==> src/rtl/risc_pkg.sv <==
// Shared definitions for the memory responder slice.
//   ADDR_W_DEF / DATA_W_DEF : default address and word widths (32 x 8-bit).
//   state_t                 : responder FSM encoding (IDLE/BUSY/RESP).
//   WAIT_CNT_W              : width of the optional wait counter (1..15 cycles).
package risc_pkg;

  localparam int ADDR_W_DEF = 5;
  localparam int DATA_W_DEF = 8;
  localparam int WAIT_CNT_W = 4;

  typedef enum logic [1:0] {
    IDLE = 2'd0,
    BUSY = 2'd1,
    RESP = 2'd2
  } state_t;

endpackage

==> src/rtl/mem_array.sv <==
// Word-addressed storage: synchronous write port, registered read port.
// Contents are never cleared; only the read register is reset to zero.
// Ports:
//   i_clk, i_rst      : clock, synchronous active-high reset (read register only)
//   i_we, i_waddr,
//   i_wdata           : write strobe, address, data (committed at the edge)
//   i_re, i_raddr     : read strobe and address (sampled at the edge)
//   o_rdata           : registered read data, held until the next read
module mem_array
  import risc_pkg::*;
#(
  parameter int ADDR_W = ADDR_W_DEF,
  parameter int DATA_W = DATA_W_DEF
) (
  input  logic              i_clk,
  input  logic              i_rst,
  input  logic              i_we,
  input  logic [ADDR_W-1:0] i_waddr,
  input  logic [DATA_W-1:0] i_wdata,
  input  logic              i_re,
  input  logic [ADDR_W-1:0] i_raddr,
  output logic [DATA_W-1:0] o_rdata
);

  logic [DATA_W-1:0] r_mem [2**ADDR_W];
  logic [DATA_W-1:0] r_rdata;

  always_ff @(posedge i_clk) begin
    if (i_we) r_mem[i_waddr] <= i_wdata;
  end

  always_ff @(posedge i_clk) begin
    if (i_rst)     r_rdata <= '0;
    else if (i_re) r_rdata <= r_mem[i_raddr];
  end

  assign o_rdata = r_rdata;

endmodule

==> src/rtl/mem_responder.sv <==
// Memory responder: accepts one read or write request at a time from the
// control unit, answers reads with a one-cycle rdata_valid pulse and flags
// protocol errors (rd+wr together, or any request while not ready) in a
// sticky err bit.
// Optional macro MEM_WAIT_EN: inserts WAIT_CYCLES busy cycles after every
// accepted request (reads then respond, writes return to IDLE).
// Ports:
//   clk, rst          : clock, synchronous active-high reset
//   rd, wr, data_e    : read strobe, write strobe, write-data enable
//   addr, data_in     : request address and write data
//   data_out          : registered read data (holds last read value)
//   rdata_valid       : one-cycle pulse, data_out valid
//   ready             : high only in IDLE
//   err               : sticky protocol-error flag
module mem_responder
  import risc_pkg::*;
#(
  parameter int ADDR_W      = ADDR_W_DEF,
  parameter int DATA_W      = DATA_W_DEF,
  parameter int WAIT_CYCLES = 2
) (
  input  logic              clk,
  input  logic              rst,
  input  logic              rd,
  input  logic              wr,
  input  logic              data_e,
  input  logic [ADDR_W-1:0] addr,
  input  logic [DATA_W-1:0] data_in,
  output logic [DATA_W-1:0] data_out,
  output logic              rdata_valid,
  output logic              ready,
  output logic              err
);

  // Out-of-range wait counts leave this marker block in the hierarchy.
  if (WAIT_CYCLES < 1 || WAIT_CYCLES > 15) begin : g_wait_cycles_out_of_range
  end

  state_t r_state, w_state_nxt;
  logic   r_err;
  logic   w_idle, w_rd_acc, w_wr_acc, w_err_set;
  logic   w_re;
  logic [ADDR_W-1:0] w_raddr;

  assign w_idle    = (r_state == IDLE);
  assign w_rd_acc  = w_idle & rd & ~wr;
  // wr without data_e is a silent no-op, not an error.
  assign w_wr_acc  = w_idle & wr & ~rd & data_e;
  assign w_err_set = (w_idle & rd & wr) | (~w_idle & (rd | wr));

`ifdef MEM_WAIT_EN
  logic [WAIT_CNT_W-1:0] r_cnt, w_cnt_nxt;
  logic [ADDR_W-1:0]     r_addr;
  logic                  r_is_rd;

  always_comb begin
    w_state_nxt = r_state;
    w_cnt_nxt   = '0;
    w_re        = 1'b0;
    case (r_state)
      IDLE: begin
        if (w_rd_acc || w_wr_acc) begin
          w_state_nxt = BUSY;
          w_cnt_nxt   = WAIT_CNT_W'(1);
        end
      end
      BUSY: begin
        // The count includes the acceptance edge, so the final busy edge
        // is the one that performs the array read.
        if (r_cnt == WAIT_CNT_W'(WAIT_CYCLES)) begin
          w_state_nxt = r_is_rd ? RESP : IDLE;
          w_re        = r_is_rd;
        end else begin
          w_cnt_nxt = r_cnt + WAIT_CNT_W'(1);
        end
      end
      default: w_state_nxt = IDLE;
    endcase
  end

  always_ff @(posedge clk) begin
    if (rst) begin
      r_cnt   <= '0;
      r_addr  <= '0;
      r_is_rd <= 1'b0;
    end else begin
      r_cnt <= w_cnt_nxt;
      if (w_rd_acc || w_wr_acc) begin
        r_addr  <= addr;
        r_is_rd <= w_rd_acc;
      end
    end
  end

  assign w_raddr = r_addr;
`else
  always_comb begin
    w_state_nxt = r_state;
    w_re        = w_rd_acc;
    case (r_state)
      IDLE:    if (w_rd_acc) w_state_nxt = RESP;
      default: w_state_nxt = IDLE;
    endcase
  end

  // The read is issued at the acceptance edge, so addr is captured there.
  assign w_raddr = addr;
`endif

  always_ff @(posedge clk) begin
    if (rst) begin
      r_state <= IDLE;
      r_err   <= 1'b0;
    end else begin
      r_state <= w_state_nxt;
      if (w_err_set) r_err <= 1'b1;
    end
  end

  mem_array #(
    .ADDR_W (ADDR_W),
    .DATA_W (DATA_W)
  ) u_mem (
    .i_clk   (clk),
    .i_rst   (rst),
    .i_we    (w_wr_acc),
    .i_waddr (addr),
    .i_wdata (data_in),
    .i_re    (w_re),
    .i_raddr (w_raddr),
    .o_rdata (data_out)
  );

  assign ready       = w_idle;
  assign rdata_valid = (r_state == RESP);
  assign err         = r_err;

endmodule
==> config.mk <==
export PLATFORM = sky130hd
export DESIGN_NAME = mem_responder
export DESIGN_NICKNAME = d
export VERILOG_FILES = /design/src/rtl/risc_pkg.sv /design/src/rtl/mem_array.sv /design/src/rtl/mem_responder.sv
export SDC_FILE = /design/constraint.sdc
export NUM_CORES = 1
export LEC_CHECK = 0
export BUFFER_PORTS_ARGS = -buffer_cell sky130_fd_sc_hd__buf_2
export CORE_MARGIN = 10
export CORE_UTILIZATION = 55
export CTS_CLUSTER_DIAMETER = 30
export CTS_CLUSTER_SIZE = 8
export DETAILED_ROUTE_END_ITERATION = 12
export PLACE_DENSITY = 0.8
export SLEW_MARGIN = 20
export SYNTH_ARGS = -nofsm -noshare
export SYNTH_HDL_FRONTEND = slang
export SYNTH_HIERARCHICAL = 1
export SYNTH_SLANG_ARGS = --single-unit
export TNS_END_PERCENT = 20
==> constraint.sdc <==
create_clock -name clk -period 2 [get_ports clk]
set_input_delay 0.1 -clock clk [delete_from_list [all_inputs] [get_ports clk]]
set_output_delay 0.1 -clock clk [all_outputs]
set_load 0.02 [all_outputs]
# After elaboration in Yosys (flattened, before gate mapping)
# Memory sizes are Yosys's and may differ from the RTL's. A register that Yosys moved wholly into a read port is not among the register bits.
# Cells that the tools add are included.
dict set report totals {
  regBits 2
  input_bits 18
  mem_count 1
  output_inout_bits 11
  elab_cells 19
  mem_bits_rw 256
}
# memory words word_bits read_ports rd_clocked_by_memory_dff write_ports line_no
set mem_list {}
lappend mem_list {u_mem.r_mem 32 8 1 1 1 mem_array.sv:25} ;# logic [DATA_W-1:0] r_mem [2**ADDR_W];
dict set report op_classes {
  mux 2
  n_bitwise 12
  reduce_logical 2
}
# operator n
set ops {}
lappend ops {{$and A1 B1 Y1} 7}
lappend ops {{$not A1 Y1} 3}
lappend ops {{$logic_not A2 Y1} 1}
lappend ops {{$mux W1} 2}
lappend ops {{$or A1 B1 Y1} 2}
lappend ops {{$reduce_or A2 Y1} 1}

# Depth between registers and ports, before layout
# Gate-level depths: netlist of the first run.
dict set report depth {
  depth_word 6
  ltp_mapped 7
  ltp_nobuf 5
}

# Modules after synthesis
# The synthesis of the first run kept the hierarchy.
# module seq_area_each_um2 n_inst cells_per_inst area_each_um2
set by_module_without_submodules {}
lappend by_module_without_submodules {mem_array 7847.5 1 601 10382.5}
lappend by_module_without_submodules {mem_responder 40.0 1 10 91.3}

# Least setup slack after synthesis of the first run
# Ideal clock, no wire load.
dict set report synth_path {
  kind {flip-flop to flip-flop}
  start {reg r_state[1]}
  end {mem u_mem/r_mem[0][0] in the netlist's numbering (enable)}
  slack_ns -0.128
  required_ns 1.630
  arrival_time_ns 1.757
  path_stages_with_launch 5
  setup_ns 0.370
  period_less_slack_ns 2.128
  path_cell_list {dfxtp_1 -> nor3_1 -> or3b_2 -> clkbuf_1 -> nor2_1}
}
dict set report synth_via {
  elab_chain_cells 6
}
# element line_no
set synth_lines {}
lappend synth_lines {{from (decl)} mem_responder.sv:39} ;# state_t r_state, w_state_nxt;
lappend synth_lines {{from (signal assigned)} mem_responder.sv:115} ;# r_state <= w_state_nxt;
lappend synth_lines {{$logic_not A2 Y1} mem_responder.sv:45} ;# assign w_idle = (r_state == IDLE);
lappend synth_lines {{$and A1 B1 Y1 (3 in a row)} mem_responder.sv:48} ;# assign w_wr_acc = w_idle & wr & ~rd & data_e;
lappend synth_lines {{named net w_wr_acc} mem_responder.sv:41} ;# logic w_idle, w_rd_acc, w_wr_acc, w_err_set;
lappend synth_lines {{$mux W1} mem_array.sv:29} ;# if (i_we) r_mem[i_waddr] <= i_wdata;
lappend synth_lines {{$mux W1 (implied by the code)} mem_array.sv:29}
lappend synth_lines {{to (decl)} mem_array.sv:25}
# The timed path passes the listed nets, and every way through them passes these cells.

# Worst setup path after layout of the first run
dict set report layout_path {
  start {reg r_state[1]}
  end {mem u_mem/r_mem[8][6] in the netlist's numbering (enable)}
}
# Same word-level chain as after synthesis.

==> results.toml, run 1 <==
[floorplanning]
core_um2 = 18700
io_pins = 29
fp.dieW_um = 158
fp.dieH_um = 158
die-area_um2 = 25000
start_util_pct = 56.0
rows = 50

[final_layout]
nFillCells = 1183
antenna_cells = 0
fin_cells = 976
drive_above_1_share_pct = 22.1
final_common_cell = "edfxtp_1"
area_growth_pct = 21.5
nets = 732
mostFrequentLayoutCells = "edfxtp_1 (256), mux2i_1 (128), a22oi_1 (64), buf_4 (54), clkbuf_16 (49)"

[routing]
drt_pass1_iterations = 7
drt_wl_total_um = 24600
vias = 6111
ant_nets = 0
drc = 0
avgViaCountPerCell = 6.26
drt_iter0_markers = 715
wl_per_cell_um = 25.2

[clocking]
htreeDepth = 2
insertion_delay_ps = 520
tritoncts = "yes"
numClockSinks = 266
ctsLongestPathBuffers = 3
numCtsBuffers = 47
clk_pin_slew_ps = 50
cts_setup_buffers = 0
cts-root-buf = "clkbuf_16"

[global_routing]
grt_pass1_wl_um = 37100
antenna_found_initial = 1
grt_start_max_net_pins = 33
grtUsageTotal_pct = 19.9
grt_pass1_vias = 6189
grt_overflow_total = 0

[yosys]
syn-cell-area_um2 = 10500
synth_area_per_cell_um2 = 17.1
synthCells = 611
synth_cell_type_count = 25
ys_ff_latch = 266
yosys.area.top_type = "edfxtp_1"
syn-num-nets = 629
seq_area_frac_synth_pct = 75.3
synth_top_area_share_pct = 73.4
synth_area_leaders = "edfxtp_1 (73%), mux2i_1 (12%), a22oi_1 (4.6%)"
yosysWarnings = 6

[power]
powerDensity_nw_per_um2 = 1110
vdd_drop_max_mv = 0.644
total_leakage_power_nw = 4.62

[sta]
skew_ps = 13.0
slew_viol_final = 0
layout_setup_ws_ps = 141
final_hold_viol_count = 0
setup_viol = 0
rsz0062_at_grt = "false"
clock.fmax_mhz = 538
worstMarginPinSlew_ps = 850
final.period_utilization_pct = 93.0
fin_crit_ps = 1860
holdWs_ps = 152
slew_headroom_pct = 43.2

[worst_setup_path]
cp_slowest_stage_delay_ps = 530
rr_endpoint = "u_mem/r_mem[8][6]$_DFFE_PP_"
r2r_setup_slack_ps = 140
crit-reg2reg-launch = "r_state[1]$_SDFFE_PP0P_"
startpoint_type = "flip-flop"
cp_max_fo = 8
cp.arrival_ps = 2090
required_ps = 2230
path_class = "flip-flop to flip-flop"
rr_worst_depth = 4
crit_chain = "nor3_1 > or3b_4 > nor2_1 > buf_4"
critPathSlowestCell = "or3b_4"
end_kind = "flip-flop"

[run_status]
status = "complete, no violations"

[placed_design]
gp_congestion = 0.954
hpwl_um = 14700
place_inst = 896
dp_slack_ps = -171
portBuffers = 28

[hold_path]
hold_path_class = "input port to flip-flop"
hold_path_startpoint = "data_in[4]"
min_to = "u_mem/r_mem[26][4]$_DFFE_PP_"
whs_path_depth = 1

[flow_run]
maxCapViolations = 0
routing by layer:
layer	global-route usage (%)	part of all wire (%)	wire length [µm]	vias up
met5	0	0.053	13	-
met4	7.98	2.9	714	2
met3	6.49	10	2450	56
met2	30.5	47	11500	357
met1	25.9	40	9950	3047
li1	-	-	-	2649
where the power goes:
group          leakage, nW  internal (W)  total (W)  switching (W)
clock network        0.730       0.00488    0.00727        0.00239
registers             2.38       0.00615    0.00616      0.0000137
logic                 1.51      0.000220   0.000633       0.000413
total                 4.62        0.0112     0.0141        0.00282
how the worst max path moves through the flow:
stage	endpoint	startpoint	cells past startpoint
global placement	u_mem/o_rdata[3]$_SDFFE_PP0P_	addr[1]	7
global route	u_mem/r_mem[8][4]$_DFFE_PP_	r_state[1]$_SDFFE_PP0P_	4
finish	u_mem/r_mem[8][6]$_DFFE_PP_	r_state[1]$_SDFFE_PP0P_	4
floorplan	u_mem/r_mem[0][0]$_DFFE_PP_	r_state[1]$_SDFFE_PP0P_	4
CTS	u_mem/r_mem[28][0]$_DFFE_PP_	r_state[1]$_SDFFE_PP0P_	4
detailed placement	u_mem/o_rdata[7]$_SDFFE_PP0P_	addr[2]	7
area by class of cell:
type                            instances  area (µm²)  area share [%]
Sequential cell                       266        7890            62.0
Multi-Input combinational cell        308        2390            18.8
Clock buffer                           60        1300            10.2
Timing Repair Buffer                   90         682            5.36
Tap cell                              234         293            2.30
Clock inverter                         17         166            1.31
Inverter                                1        3.75          0.0295
cells by family after synthesis:
| family | share of synthesized area (%) |
|---|---|
| AOI/OAI and AO/OA | 6.76 |
| DFF | 75.3 |
| buffers and inverters | 2.04 |
| muxes | 12.2 |
| and+or+nand+nor | 3.66 |
what timing repair did:
| action | CTS | global route |
|---|---|---|
| hold buffers | 3 | 0 |
| endpoints found under the setup margin | 0 | 16 |
| resized for setup | 0 | 1 |
| endpoints found under the hold margin | 10 | 0 |
sequential cells by signal, summed over array words and instances, names as in the netlist:
name / count
err: 1
r_state: 1
u_mem/o_rdata: 8
u_mem/r_mem: 256
cell usage after synthesis:
cell and count:
mux2i_1 128, buf_1 4, clkbuf_1 18, nor3b_2 1, and2b_2 1, nor2b_1 2
edfxtp_1 256, a22oi_1 64, nand2b_1 2, nand3_1 2, nand3b_1 5, dfxtp_1 10
a211oi_1 9, or3b_2 3, or2_2 1, and2_1 1, a21oi_1 32, nor3_1 3
buf_6 6, nand2_1 3, nor2_1 42, or3_1 1, or4_1 8, buf_4 8
inv_1 1
critical path, delay by kind of cell, from the launching register on:
family	cells	cell delay, ps
buf+inv	1	200
flops	1	300
simple gates	3	1060
stage by stage:
stage | util (%) | power [W] | setup TNS [ps] | instance area [µm²]
global placement | 60.0 | 0.00685 | -3000 | 11200
floorplan | - | 0.00660 | -7950 | 10500
CTS | 68.0 | 0.0141 | 0 | 12700
detailed placement | 60.0 | 0.00687 | -634 | 11200
global route | 68.0 | 0.0145 | 0 | 12700
finish | 68.0 | 0.0141 | 0 | 12700
Power figures use the tool's default switching activity.
==> inputs of run 2 (changes only) <==
--- a/config.mk
+++ b/config.mk
@@ -5,7 +5,7 @@
 export SDC_FILE = /design/constraint.sdc
 export NUM_CORES = 1
 export LEC_CHECK = 0
-export BUFFER_PORTS_ARGS = -buffer_cell sky130_fd_sc_hd__buf_2
+export BUFFER_PORTS_ARGS = -buffer_cell sky130_fd_sc_hd__buf_4
 export CORE_MARGIN = 10
 export CORE_UTILIZATION = 55
 export CTS_CLUSTER_DIAMETER = 30
==> run 2 against run 1 <==
Net effect:
- combinational power increased by 2%
- cell area grew 0.32%
- setup slack better by 19 ps
- largest cell class unchanged
- total power is 1.7% lower
- highest routed layer unchanged
==> results.toml, run 2 (same netlist as run 1, synthesis figures left out) <==
[clocking]
tritoncts = "yes"
htreeDepth = 2
insertion_delay_ps = 520
ctsLongestPathBuffers = 3
cts-root-buf = "clkbuf_16"
clk_pin_slew_ps = 50
numCtsBuffers = 46
numClockSinks = 266

[worst_setup_path]
startpoint_type = "flip-flop"
cp.arrival_ps = 2260
required_ps = 2420
cp_max_fo = 1
path_class = "flip-flop to flip-flop"
rr_worst_depth = 5
crit-reg2reg-launch = "u_mem/r_mem[28][3]$_DFFE_PP_"
crit_path_start = "u_mem/r_mem[28][3]$_DFFE_PP_"
end_kind = "flip-flop"

[placed_design]
gp_congestion = 0.979
placed_area_um2 = 11300
portBuffers = 28
hpwl_um = 14500

[routing]
wl_per_cell_um = 24.1
drc = 0
drt_wl_total_um = 23500
ant_nets = 0
avgViaCountPerCell = 6.19
drt_pass1_iterations = 5
vias = 6040
drt_iter0_markers = 786

[power]
p_sw_share_pct = 19.8
powerDensity_nw_per_um2 = 1080
p_int_w = 0.0111
power.net_switching_w = 0.00274
vdd_drop_max_mv = 0.677
pwr-share-clk_pct = 50.8
seq_power_share_pct = 44.6
total_leakage_power_nw = 4.62
p_comb_share_pct = 4.7

[sta]
fin_crit_ps = 1840
slew_viol_final = 0
final.period_utilization_pct = 92.0
setup_viol = 0
rsz0062_at_grt = "false"
skew_ps = 19.5
fin_setup_tns_ps = 0
worstMarginPinSlew_ps = 811
final_hold_viol_count = 0
slew_headroom_pct = 45.8
clock.fmax_mhz = 543

[run_status]
status = "complete, no violations"

[floorplanning]
io_pins = 29
fp.dieH_um = 158
fp.dieW_um = 158
die-area_um2 = 25000
rows = 50
core_um2 = 18700
start_util_pct = 56.0

[global_routing]
grt_pass1_wl_um = 36000
grtUsageTotal_pct = 19.1
antenna_found_initial = 2
grt_start_max_net_pins = 33
grt_pass1_vias = 6073
grt_overflow_total = 0

[hold_path]
whs_path_depth = 1
hold_path_startpoint = "data_in[6]"
hold_path_class = "input port to flip-flop"

[final_layout]
final_area_um2 = 12800
multi_input_area_um2 = 2380
antenna_cells = 0
regArea_um2 = 7890
area_growth_pct = 21.9
drive_above_1_share_pct = 21.6
nFillCells = 1163
largest_reg_flops = 256
mostFrequentLayoutCells = "edfxtp_1 (256), mux2i_1 (128), buf_4 (84), a22oi_1 (64), clkbuf_16 (47)"
final_common_cell = "edfxtp_1"
nets = 736
top_register = "u_mem/r_mem"

[flow_run]
maxCapViolations = 0
-- run 2: cell count changes in the layout (fill, tap and decap cells not counted), moves of 2 or more --
cell,change
clkinv_4,-2
buf_4,+30
clkbuf_8,-3
clkinvlp_4,+2
clkbuf_16,-2
buf_2,-27
clkinv_1,+5
clkinv_2,-5
clkbuf_1,-2
-- run 2: worst max-delay path, stage by stage, from the launching register on --
cell      delay [ps]
edfxtp_1         320
mux2i_1           70
a22oi_1          270
a21oi_1          140
or4_1            620
a211oi_1         310
-- run 2: per-layer routing --
metal / wire length (µm) / global-route usage [%] / vias up
li1: - / - / 2649
met1: 9650 / 25.5 / 3003
met2: 11100 / 30.1 / 337
met3: 2200 / 5.48 / 47
met4: 473 / 5.07 / 4
met5: 34 / 0 / -
-- run 2: power by group through the flow --
| stage | clock network, W | logic (W) | registers [W] |
|---|---|---|---|
| floorplan | 0 | 0.000323 | 0.00627 |
| finish | 0.00702 | 0.000643 | 0.00616 |
| global route | 0.00742 | 0.000682 | 0.00615 |
| global placement | 0 | 0.000599 | 0.00626 |
| detailed placement | 0 | 0.000624 | 0.00626 |
| CTS | 0.00711 | 0.000637 | 0.00616 |
-- run 2: layout make-up --
type                            instances  share of cell area [%]
Sequential cell                       266                    61.8
Multi-Input combinational cell        308                    18.7
Timing Repair Buffer                   95                    6.28
Clock inverter                         19                    1.54
Tap cell                              234                    2.29
Clock buffer                           53                    9.39
Inverter                                1                  0.0294
-- run 2: worst paths after layout --
kind | slack (ps) | endpoint
worst min register to register | 500 | u_mem/o_rdata[2]$_SDFFE_PP0P_
worst min-delay path | 20 | u_mem/r_mem[28][6]$_DFFE_PP_
worst max register to register | 160 | u_mem/o_rdata[3]$_SDFFE_PP0P_
worst max-delay path | 160 | u_mem/o_rdata[3]$_SDFFE_PP0P_
-- run 2: timing repair --
action | 4_1_cts | 5_1_grt
setup endpoints to repair | 0 | 46
setup buffers | 0 | 0
resized for setup | 0 | 1
hold buffers | 4 | 0
endpoints found under the hold margin | 19 | 0
-- run 2: metrics by stage --
stage	total power, W	hold WS (ps)	util (%)	setup WS [ps]	cells
after floorplan	0.00660	179	-	-128	611
after global placement	0.00686	360	60.5	69.2	900
after detailed placement	0.00688	383	60.5	-59.9	900
after CTS	0.0139	21.5	68.2	69.3	976
after global routing	0.0143	25.4	68.2	113	976
final	0.0138	24.2	68.2	159	976
